### config.mk
export PLATFORM = sky130hd
export DESIGN_NAME = score_keeper
export DESIGN_NICKNAME = d
export VERILOG_FILES = /design/src/rtl/score_keeper.sv
export SDC_FILE = /design/constraint.sdc
export NUM_CORES = 1
export LEC_CHECK = 0
export BUFFER_PORTS_ARGS = -buffer_cell sky130_fd_sc_hd__buf_4
export CORE_MARGIN = 10
export CORE_UTILIZATION = 25
export CTS_CLUSTER_SIZE = 14
export DETAILED_ROUTE_END_ITERATION = 16
export PLACE_DENSITY = 0.51
export SYNTH_ARGS = -nofsm -noshare
export SYNTH_HDL_FRONTEND = slang
export SYNTH_SLANG_ARGS = --single-unit
### constraint.sdc
create_clock -name clk_in -period 5.5 [get_ports clk_in]
set_input_delay 1.375 -clock clk_in [delete_from_list [all_inputs] [get_ports clk_in]]
set_output_delay 1.375 -clock clk_in [all_outputs]
set_load 0.005 [all_outputs]
### src/rtl/score_keeper.sv
// ============================================================================
// score_keeper : match FSM, BCD score keeping and serve timing for the game
// Revision     : 1.0 - initial release
// ============================================================================
`default_nettype none

module score_keeper #(
  parameter int WIN_SCORE    = 9,
  parameter int SERVE_FRAMES = 60,
  parameter int FRAME_LAST_X = 639,
  parameter int FRAME_LAST_Y = 479
) (
  input  logic       clk_in,
  input  logic       i_rst,
  input  logic [9:0] o_x,
  input  logic [8:0] o_y,
  input  logic       pointPlayer1,
  input  logic       pointPlayer2,
  input  logic       i_start,
  output logic [7:0] score_p1,
  output logic [7:0] score_p2,
  output logic       serve_hold,
  output logic       ball_restart,
  output logic       last_scorer,
  output logic       game_over,
  output logic       winner
);

  localparam logic [9:0] LAST_X    = 10'(FRAME_LAST_X);
  localparam logic [8:0] LAST_Y    = 9'(FRAME_LAST_Y);
  localparam logic [6:0] WIN_BIN   = 7'(WIN_SCORE);
  localparam logic [7:0] SERVE_CNT = 8'(SERVE_FRAMES);

  typedef enum logic [1:0] {
    ST_IDLE  = 2'd0,
    ST_SERVE = 2'd1,
    ST_PLAY  = 2'd2,
    ST_OVER  = 2'd3
  } state_t;

  state_t     state, state_nx;

  logic       start_meta, start_sync, start_prev;
  logic       frame_prev, p1_prev, p2_prev;
  logic       start_evt, frame_cond, frame_tick, p1_evt, p2_evt;

  logic [7:0] frame_cnt, frame_cnt_nx;
  logic [6:0] bin_p1, bin_p2;
  logic       restart_nx, inc_p1, inc_p2, clr_scores;
  logic       last_nx, winner_nx;

  function automatic logic [7:0] bcd_inc(input logic [7:0] v);
    if (v[3:0] == 4'd9) bcd_inc = {v[7:4] + 4'd1, 4'd0};
    else                bcd_inc = {v[7:4], v[3:0] + 4'd1};
  endfunction

  assign frame_cond = (o_x == LAST_X) && (o_y == LAST_Y);
  assign frame_tick = frame_cond & ~frame_prev;
  assign start_evt  = start_sync & ~start_prev;
  assign p1_evt     = pointPlayer1 & ~p1_prev;
  assign p2_evt     = pointPlayer2 & ~p2_prev;

  // Synchronizer and edge-history registers run in every state.
  always_ff @(posedge clk_in or negedge i_rst) begin
    if (!i_rst) begin
      start_meta <= 1'b0;
      start_sync <= 1'b0;
      start_prev <= 1'b0;
      frame_prev <= 1'b0;
      p1_prev    <= 1'b0;
      p2_prev    <= 1'b0;
    end else begin
      start_meta <= i_start;
      start_sync <= start_meta;
      start_prev <= start_sync;
      frame_prev <= frame_cond;
      p1_prev    <= pointPlayer1;
      p2_prev    <= pointPlayer2;
    end
  end

  always_ff @(posedge clk_in or negedge i_rst) begin
    if (!i_rst) state <= ST_IDLE;
    else        state <= state_nx;
  end

  always_comb begin
    state_nx     = state;
    frame_cnt_nx = frame_cnt;
    restart_nx   = 1'b0;
    inc_p1       = 1'b0;
    inc_p2       = 1'b0;
    clr_scores   = 1'b0;
    last_nx      = last_scorer;
    winner_nx    = winner;
    serve_hold   = 1'b1;
    game_over    = 1'b0;
    case (state)
      ST_IDLE: begin
        if (start_evt) begin
          state_nx   = ST_SERVE;
          restart_nx = 1'b1;
        end
      end
      ST_SERVE: begin
        if (frame_tick) begin
          if (frame_cnt + 8'd1 == SERVE_CNT) begin
            frame_cnt_nx = 8'd0;
            state_nx     = ST_PLAY;
          end else begin
            frame_cnt_nx = frame_cnt + 8'd1;
          end
        end
      end
      ST_PLAY: begin
        serve_hold = 1'b0;
        if (p1_evt && p2_evt) begin
          // Simultaneous points: replay the rally without scoring.
          state_nx   = ST_SERVE;
          restart_nx = 1'b1;
        end else if (p1_evt) begin
          inc_p1  = 1'b1;
          last_nx = 1'b0;
          if (bin_p1 + 7'd1 == WIN_BIN) begin
            state_nx  = ST_OVER;
            winner_nx = 1'b0;
          end else begin
            state_nx   = ST_SERVE;
            restart_nx = 1'b1;
          end
        end else if (p2_evt) begin
          inc_p2  = 1'b1;
          last_nx = 1'b1;
          if (bin_p2 + 7'd1 == WIN_BIN) begin
            state_nx  = ST_OVER;
            winner_nx = 1'b1;
          end else begin
            state_nx   = ST_SERVE;
            restart_nx = 1'b1;
          end
        end
      end
      ST_OVER: begin
        game_over = 1'b1;
        if (start_evt) begin
          clr_scores   = 1'b1;
          frame_cnt_nx = 8'd0;
          restart_nx   = 1'b1;
          state_nx     = ST_SERVE;
        end
      end
      default: state_nx = ST_IDLE;
    endcase
  end

  always_ff @(posedge clk_in or negedge i_rst) begin
    if (!i_rst) begin
      frame_cnt    <= 8'd0;
      bin_p1       <= 7'd0;
      bin_p2       <= 7'd0;
      score_p1     <= 8'h00;
      score_p2     <= 8'h00;
      ball_restart <= 1'b0;
      last_scorer  <= 1'b0;
      winner       <= 1'b0;
    end else begin
      frame_cnt    <= frame_cnt_nx;
      ball_restart <= restart_nx;
      last_scorer  <= last_nx;
      winner       <= winner_nx;
      if (clr_scores) begin
        bin_p1   <= 7'd0;
        bin_p2   <= 7'd0;
        score_p1 <= 8'h00;
        score_p2 <= 8'h00;
      end else begin
        if (inc_p1) begin
          bin_p1   <= bin_p1 + 7'd1;
          score_p1 <= bcd_inc(score_p1);
        end
        if (inc_p2) begin
          bin_p2   <= bin_p2 + 7'd1;
          score_p2 <= bcd_inc(score_p2);
        end
      end
    end
  end

endmodule

`default_nettype wire

==> results.md, run 1 <==
Status:
- The flow ran to the end, and the final reports show no timing, DRC or antenna violations.

Cells and area:
- The share of final-layout standard cells stronger than drive strength 1 is 18.1%.
- The number of inserted diodes is 0.
- The number of nets in the layout is 379.
- Fill cells in the final layout number 1125.
- Cells fill 30.5% of the core in the end.
- From synthesis to final layout, the design area changed by 20.4%.

Clock tree:
- Once the clock tree was built, the resizer swapped 0 gates to a different size.
- The H-tree depth is 2.
- No sink is reached through more buffers than the 2 on the longest clock path.
- The clock tree from TritonCTS is built.
- After clock tree synthesis, the setup repair step added 0 buffers.
- In this run the clock root is driven by a clkbuf_8.
- Buffers inserted to repair hold after CTS numbered 0.
- In this run, CTS created clock tree buffers numbering 5.
- The latest clock arrival within the worst-skew pair is 0.31 ns.
- The clock drives 49 sinks.
- After clock tree synthesis, the clock-pin slew on the worst setup and hold paths is 0.08 ns.

Routing:
- For this block, the routed nets add up to 6010 µm of wire.
- The routed wire length per instance is 12.6 µm.
- The total iterations of the first detailed-routing run is 4.
- The number of nets with antenna violations after detailed routing is 0.
- For this block, the initial DRC count from the detailed router was 124.
- In the routed design, unresolved DRC markers number 0.
- In the routed layout, each cell is associated on average with a via count of 4.50.
- The total number of vias is 2147.

Synth:
- The number of distinct standard cells referenced by the synthesized netlist is 39.
- The net count of the mapped netlist is 337.
- After synthesis, the mean cell area works out to 9.31 µm².
- The top-area cell type share of the netlist area is 44.8%.
- During synthesis, Yosys emitted a total of 0 warnings.
- Synthesis produced a netlist whose cell count is 294.
- Ranked by total cell area, the synthesized netlist is headed by dfrtp_1, ha_1, nor2_1.
- The netlist area before placement is 2740 µm².
- In this run, synthesis produced a sequential element count of 49.
- The fraction of the yosys area taken by sequential cells is 44.8%.
- The synthesized design spends more area on one cell type than any other, namely dfrtp_1.

Die:
- The row count is 38.
- In this run the horizontal extent of the chip is 125 µm.
- Pin placement for this block handled 45 I/O pins.
- The area of the core is 10800 µm².
- The height of the chip is 125 µm.
- The initial utilization of the core area, before any placement, comes to 25.4%.
- The die outline area is 15500 µm².

Critical path:
- The element type at the critical path end is a register.
- The type of origin of the critical path is an input pin.
- The largest fanout on the critical path is 8.
- The kind of critical path is in2reg.
- In this run the critical register-to-register path is captured at frame_cnt[4].
- The cell with the largest stage delay on the worst path is nor3_1.
- The endpoint arrival time on the critical path is 3.18 ns.
- The reg2reg setup slack is 3.10 ns.
- The signal on the critical path passes through buf_4 > nor2b_1 > ha_1 > nand2_1 > nor3_1 > nand4_1 > xor2_1 > nor2_1.
- The depth of the worst register-to-register path is 7.
- The stage delay of the slowest cell on the critical path is 0.47 ns.
- The required time of the critical path is 5.68 ns.
- In this run the critical register-to-register path is launched from frame_cnt[0].

Timing:
- The worst pin sits at a relative slew slack of 58.2%.
- The post-route fraction of the period consumed by the critical path is 54.6%.
- Setup repair after global routing left no endpoint under its margin.
- The final count of hold timing violations is 0.
- The setup clock skew after layout is 0.0178 ns.
- The transition time at the pin with the least slew margin is 0.627 ns.
- Setup violations remaining at the end of the flow were counted as 0.
- The final-layout setup total negative slack is 0 ns.
- After layout, the worst setup slack is 2.50 ns.
- The final count of pins violating max slew is 0.
- Based on the critical path, the design can be clocked at up to 333 MHz.
- The worst path needs 3.00 ns of the cycle, external delays included.

Pwr:
- The internal power is 0.507 mW.
- The maximum vdd drop is 0.0000876 V.
- The total power consumption of the routed design is 0.698 mW.
- Sequential cells burn 54.0% of the power.
- The net switching fraction of the power is 27.4%.
- The net switching power of the design is 0.191 mW.
- Per report_power, the clock group accounts for 30.3% of the total.
- In this run, the combinational gates consume 15.7% of the power.
- In this run the power density over the cells is 212 nW/µm².
- The analysis attributes to cell leakage a power of 1.56 nW.

Global route:
- The via count of the first global-routing pass came to 2158.
- The overall global routing resource usage is 7.82%.
- Entering global routing, the biggest net connects 50 pins.
- The initial antenna violation count came to 0.
- The final global-route overflow total is 0.
- The first global-routing pass estimated 10300 µm of wire.

Placed design:
- Routability-driven placement finished with a final weighted congestion of 0.769.
- The post-placement worst setup slack is 2.16 ns.
- Detailed placement finished with a half-perimeter wire length of 4350 µm.
- Buffers placed on the I/O ports in this run total 44.

Min path:
- The path with the worst hold slack has its endpoint at start_sync.
- Along the worst hold path, the cell count comes to 0.
- In this run the worst hold path is classified as reg2reg.
- The start point of the worst hold path is start_meta.

Run:
- Max-cap violations in this run came to 0.
[cells in the final DEF, fill, tap and decap left out, types with 4 or more instances in the layout]
master,instances
and2_1,6
nor3_1,15
nor2_1,39
nand3_1,5
mux2i_1,4
xor2_1,13
nand4b_1,4
buf_4,45
nand4_1,9
inv_1,14
clkbuf_8,5
a21oi_1,13
dfrtp_1,49
nand2_1,29
o21ai_0,17
ha_1,19
xnor2_1,8
[layout make-up]
type / instances / area [µm²] / area share [%]
well taps: 140 / 175 / 5.32
inverters: 14 / 52.6 / 1.60
flip-flops and latches: 49 / 1230 / 37.2
multi-input cells: 221 / 1420 / 43.1
clock inverters: 2 / 10.0 / 0.304
repair buffers: 45 / 338 / 10.3
clock buffers: 6 / 72.6 / 2.20
[cells in the mapped netlist, drive strengths merged]
master / count
a211o: 2
a21bo: 2
a21o: 3
a21oi: 13
a221o: 1
a22o: 2
a22oi: 3
a31oi: 1
and2: 6
and3: 4
buf: 2
clkbuf: 8
dfrtp: 49
ha: 19
inv: 14
mux2: 1
mux2i: 4
nand2: 29
nand2b: 2
nand3: 5
nand3b: 3
nand4: 9
nand4b: 4
nor2: 40
nor2b: 3
nor3: 15
nor3b: 2
nor4: 2
nor4b: 1
o21ai: 17
o221ai: 2
o22ai: 1
o2bb2ai: 1
or2: 2
or4b: 1
xnor2: 8
xor2: 13
[sequential cells by signal, summed over array words and instances, names as in the netlist]
signal and count:
score_p1 8, frame_prev 1, last_scorer 1, ball_restart 1, state 2, start_meta 1
start_prev 1, frame_cnt 8, start_sync 1, winner 1, bin_p2 7, score_p2 8
p2_prev 1, p1_prev 1, bin_p1 7
[metal layers]
layer / GRT usage [%] / share of wire (%) / vias up
met3: 2.38 / 3.4 / 4
met4: 2.40 / 0.85 / 0
met2: 13.1 / 49 / 22
met1: 9.39 / 47 / 1031
li1: - / - / 1090
met5: 0 / 0 / -
[per-stage QoR]
stage / hold slack, ns / std cells / area, µm²
floorplan: 0.331 / 294 / 2740
global placement: 0.341 / 469 / 3210
detailed placement: 0.343 / 469 / 3210
CTS: 0.362 / 477 / 3290
global route: 0.375 / 477 / 3290
finish: 0.359 / 477 / 3290
[worst max-delay path by stage]
stage | end | depth (start not counted) | slack (ns) | start
3_5_place_dp | score_p1[7] | 8 | 2.16 | pointPlayer1
2_1_floorplan | bin_p1[5] | 9 | 2.51 | pointPlayer1
5_1_grt | score_p1[7] | 8 | 2.28 | pointPlayer1
3_3_place_gp | score_p1[7] | 8 | 2.21 | pointPlayer1
6_report | score_p1[7] | 8 | 2.50 | pointPlayer1
4_1_cts | score_p1[7] | 8 | 2.49 | pointPlayer1
[power by group through the flow]
stage	clock (mW)	combinational [mW]	sequential, mW
floorplan	0	0.0626	0.383
global placement	0	0.113	0.384
detailed placement	0	0.114	0.384
CTS	0.224	0.114	0.377
global route	0.238	0.128	0.379
finish	0.211	0.110	0.377
[worst max-delay path: cells and delay by family]
family	cells	cell delay [ns]
and+or+nand+nor	5	1.30
buffers and inverters	1	0.08
xor gates and xnor gates	1	0.15
adders and majority gates	1	0.26
[kinds of logic after synthesis]
logic type               synth area share (%)
multiplexers                             1.87
XOR/XNOR                                 6.72
AO/OA/AOI/OAI                            10.9
buffers and inverters                    3.29
adder cells (fa/ha/maj)                  8.69
AND/OR/NAND/NOR                          23.7
flip-flops                               44.8
(Power assumes the default switching activity.)
==> inputs of run 2 (changes only) <==
- ABC_AREA: default -> 1
- PLACE_DENSITY: 0.51 -> 0.52
- clock period: 5.5 -> 2.43 ns (I/O delays scaled with it)
==> run 2 against run 1 <==
Critical endpoint is now score_p1[2]. Clock-buffer cell count unchanged. Wire length up 11%. Flip-flop and latch count is the same. Design area increased by 7.0%. Highest routed layer unchanged. Worst setup slack lost 2.1 ns.
==> results.md, run 2 <==
Critical path:
- Traced cell by cell, the critical path runs through ha_1 > inv_2 > nor2_1 > inv_1 > o21ai_0 > nor3_1.
- The endpoint arrival time on the critical path is 2.20 ns (-0.98 ns).
- The required time of the critical path is 2.63 ns (-3.05 ns).
- The largest fanout on the critical path was 20 (+12).
- The stage delay of the slowest cell on the critical path is 0.44 ns (-0.03 ns).
- The worst setup path is of the reg2reg kind.
- STA classifies the critical path endpoint as a register.
- STA classifies the critical path startpoint as a register.
- The reg2reg setup slack is 0.43 ns (-2.67 ns).
- The worst register-to-register path ends at score_p1[2].
- The depth of the worst register-to-register path was 6 (-1).
- For this design, the slowest cell found on the critical path is inv_1.
- The startpoint of the worst register-to-register path is state[0].

Synth:
- Ranked by instance count, the synthesized netlist is headed by nand2_1, inv_1, dfrtp_1.
- The net count of the mapped netlist is 420 (+25%).
- Yosys attributes the largest share of cell area to dfrtp_1, nand2_1, ha_1.
- The fraction of the yosys area taken by sequential cells came to 42.8% (-2.0 points).
- The count of yosys warnings during synthesis came to 0 (unchanged).
- The top-area cell type share of the netlist area is 42.8% (-2.0 points).
- The cell count after synthesis was 377 (+28%).
- The post-synthesis sequential element count is 49 (unchanged).
- The netlist area before placement is 2860 µm² (+4.7%).
- The cell with the most instances after synthesis is nand2_1.
- The number of enable-type register cells in the synthesized netlist came to 0 (unchanged).
- The cell type with the highest aggregate area in the netlist is dfrtp_1.
- The fraction of registers with async set/reset is 100% (unchanged).
- The most used flip-flop cell after synthesis is dfrtp_1.
- The number of distinct standard cells referenced by the synthesized netlist is 27 (-31%).
- The synthesized area per cell is 7.60 µm² (-18%).

Clock tree:
- The latest clock arrival within the worst-skew pair is 0.29 ns (-0.02 ns).
- CTS placed an instance of clkbuf_16 at the clock tree root.
- The clock tree buffer depth is 2 (unchanged).
- The number of gates given a new drive strength after cts is 0 (unchanged).
- The post-CTS setup repair buffer count is 0 (unchanged).
- The TritonCTS buffer count is 5 (unchanged).
- TritonCTS built the clock tree.
- The clock slew seen by the registers of the worst setup and hold paths was 0.07 ns (about the same).
- The hold-fix buffer count after cts is 0 (unchanged).
- The count of clock tree sinks is 49 (unchanged).
- The H-tree depth is 2 (unchanged).

Timing:
- The final count of hold timing violations is 0 (unchanged).
- The final-layout setup total negative slack is 0 ns (unchanged).
- The least setup slack across all paths after layout is 0.431 ns (-2.06 ns).
- The setup clock skew after layout came to 0.00353 ns (-0.0143 ns).
- Static timing analysis puts the maximum clock frequency at 500 MHz.
- The setup-violating endpoint count in the final report came to 0 (unchanged).
- Dividing the final minimum period by the clock period gives 82.3%.
- The transition time at the pin with the least slew margin is 0.628 ns (+0.000495 ns).
- The max-slew headroom at the worst pin is 58.2% (about the same).
- The final count of pins violating max slew came to 0 (unchanged).
- Setup repair after global routing left no endpoint under its margin.
- The clock period minus worst slack is 2.00 ns.

Placed design:
- The total of buffers placed on input and output ports was 44 (unchanged).
- The routability congestion estimate came to 0.802 (+4.3%).
- The post-placement worst setup slack is 0.264 ns (-1.89 ns).
- The estimated wirelength of the detail-placed design is 5220 µm (+20%).
- The post-place instance area is 3350 µm² (+4.2%).

Die:
- The die width was 127 µm (+1.9%).
- The die outline area is 16100 µm² (+3.9%).
- The I/O pin count came to 45 (unchanged).
- The row count is 39 (+2.6%).
- The height of the chip was 127 µm (+1.9%).
- The area of the core is 11300 µm² (+4.9%).
- The starting density of the core is 25.3% (-0.055 points).

Global route:
- The met3 capacity usage during global routing is 1.82% (-0.56 points).
- The largest net degree at the start of global routing is 50 (unchanged).
- The global routing met1 resource utilization is 10.2% (+0.76 points).
- The met2 layer usage reported by global route is 14.7% (+1.6 points).
- The final global-route overflow total is 0 (unchanged).
- The overall global routing resource usage is 8.43% (+0.60 points).
- The initial antenna violation count came to 0 (unchanged).
- The via count of the first global-routing pass is 2470 (+14%).
- The first-pass GRT wire length is 11600 µm (+13%).
- The peak-usage layer in the global routing report is met2.

Routing:
- The detailed-route wire length is 6650 µm (+11%).
- The post-detailed-route via-to-cell ratio is 4.36 (-3.2%).
- The total number of vias was 2475 (+15%).
- The DRC violation total after the first TritonRoute iteration was 153 (+23%).
- The total iterations of the first detailed-routing run is 5 (+1).
- The residual DRC count is 0 (unchanged).
- The number of nets with antenna violations after detailed routing was 0 (unchanged).
- The routed wire length per instance is 11.7 µm (-7.1%).

Cells and area:
- The largest registers in the layout are frame_cnt: 8 flops, score_p1: 8 flops, score_p2: 8 flops.
- The final cell utilization of the core was 31.1% (+0.60 points).
- The share of final-layout standard cells stronger than drive strength 1 is 14.1% (-4.0 points).
- The final design instance area without fill is 3520 µm² (+7.0%).
- The relative area change from synthesis to final layout is 23.0%.
- In the layout the commonest cells are nand2_1, inv_1, dfrtp_1.
- The number of inserted diodes is 0 (unchanged).
- The number of nets in the layout came to 467 (+23%).
- The leading cell type in the layout, fill and taps excluded is nand2_1.

Pwr:
- The leakage power summed over all cells was 1.74 nW (+11%).
- The power density over cell area was 726 nW/µm² (+240%).
- The maximum vdd drop is 0.000329 V (+280%).

Run:
- The max-capacitance violation count was 0 (unchanged).

Min path:
- The path class of the lowest-slack min-delay path is in2async.

Status:
- The run finished with clean final reports.
run 2: where the power goes:
part | internal, mW | switching (mW) | leakage [nW] | total [mW]
registers | 0.925 | 0.112 | 0.658 | 1.04
logic | 0.291 | 0.412 | 0.998 | 0.703
clock network | 0.514 | 0.304 | 0.0831 | 0.818
total | 1.73 | 0.828 | 1.74 | 2.56
run 2: area by class of cell:
type	count	area, µm²
inverters	60	225
repair buffers	44	330
clock buffers	6	139
flip-flops and latches	49	1230
fillers	1216	7800
multi-input cells	264	1390
clock inverters	2	37.5
well taps	143	179
run 2: metrics by stage:
step / power [mW] / hold WS (ns) / instances
2_1_floorplan: 1.50 / 0.312 / 377
3_3_place_gp: 1.76 / 0.370 / 560
3_5_place_dp: 1.77 / 0.361 / 560
4_1_cts: 2.60 / 0.365 / 568
5_1_grt: 2.76 / 0.392 / 568
6_report: 2.56 / 0.337 / 568
run 2: routing by layer:
layer,vias to the layer above,part of all wire (%)
li1,1293,-
met1,1141,45
met2,31,50
met3,10,3.2
met4,0,1.8
met5,-,0
run 2: worst max-delay path by stage:
stage | endpoint | depth (start not counted) | startpoint | slack [ns]
2_1_floorplan | score_p2[3] | 9 | pointPlayer1 | 0.65
3_3_place_gp | score_p2[2] | 10 | pointPlayer1 | 0.30
3_5_place_dp | score_p2[3] | 10 | pointPlayer1 | 0.26
4_1_cts | score_p1[2] | 6 | state[0] | 0.39
5_1_grt | score_p1[2] | 6 | state[0] | 0.20
6_report | score_p1[2] | 6 | state[0] | 0.43
run 2: worst max-delay path, delay by kind of cell, from the launching register on:
| kind | cells | cell delay, ns |
|---|---|---|
| buffers and inverters | 2 | 0.51 |
| flip-flops | 1 | 0.41 |
| AO/OA/AOI/OAI | 1 | 0.39 |
| AND/OR/NAND/NOR | 2 | 0.32 |
| adder cells (fa/ha/maj) | 1 | 0.28 |
run 2: cells by family (layout without fill, tap and decap cells):
kind of cell / count (synthesis) / in the layout / synth area share [%]
AND/OR/NAND/NOR: 193 / 193 / 29.4
buffers and inverters: 64 / 112 / 8.78
flip-flops: 49 / 49 / 42.8
AO/OA/AOI/OAI: 43 / 43 / 7.95
adder cells (fa/ha/maj): 19 / 19 / 8.30
XOR/XNOR: 8 / 8 / 2.45
multiplexers: 1 / 1 / 0.350
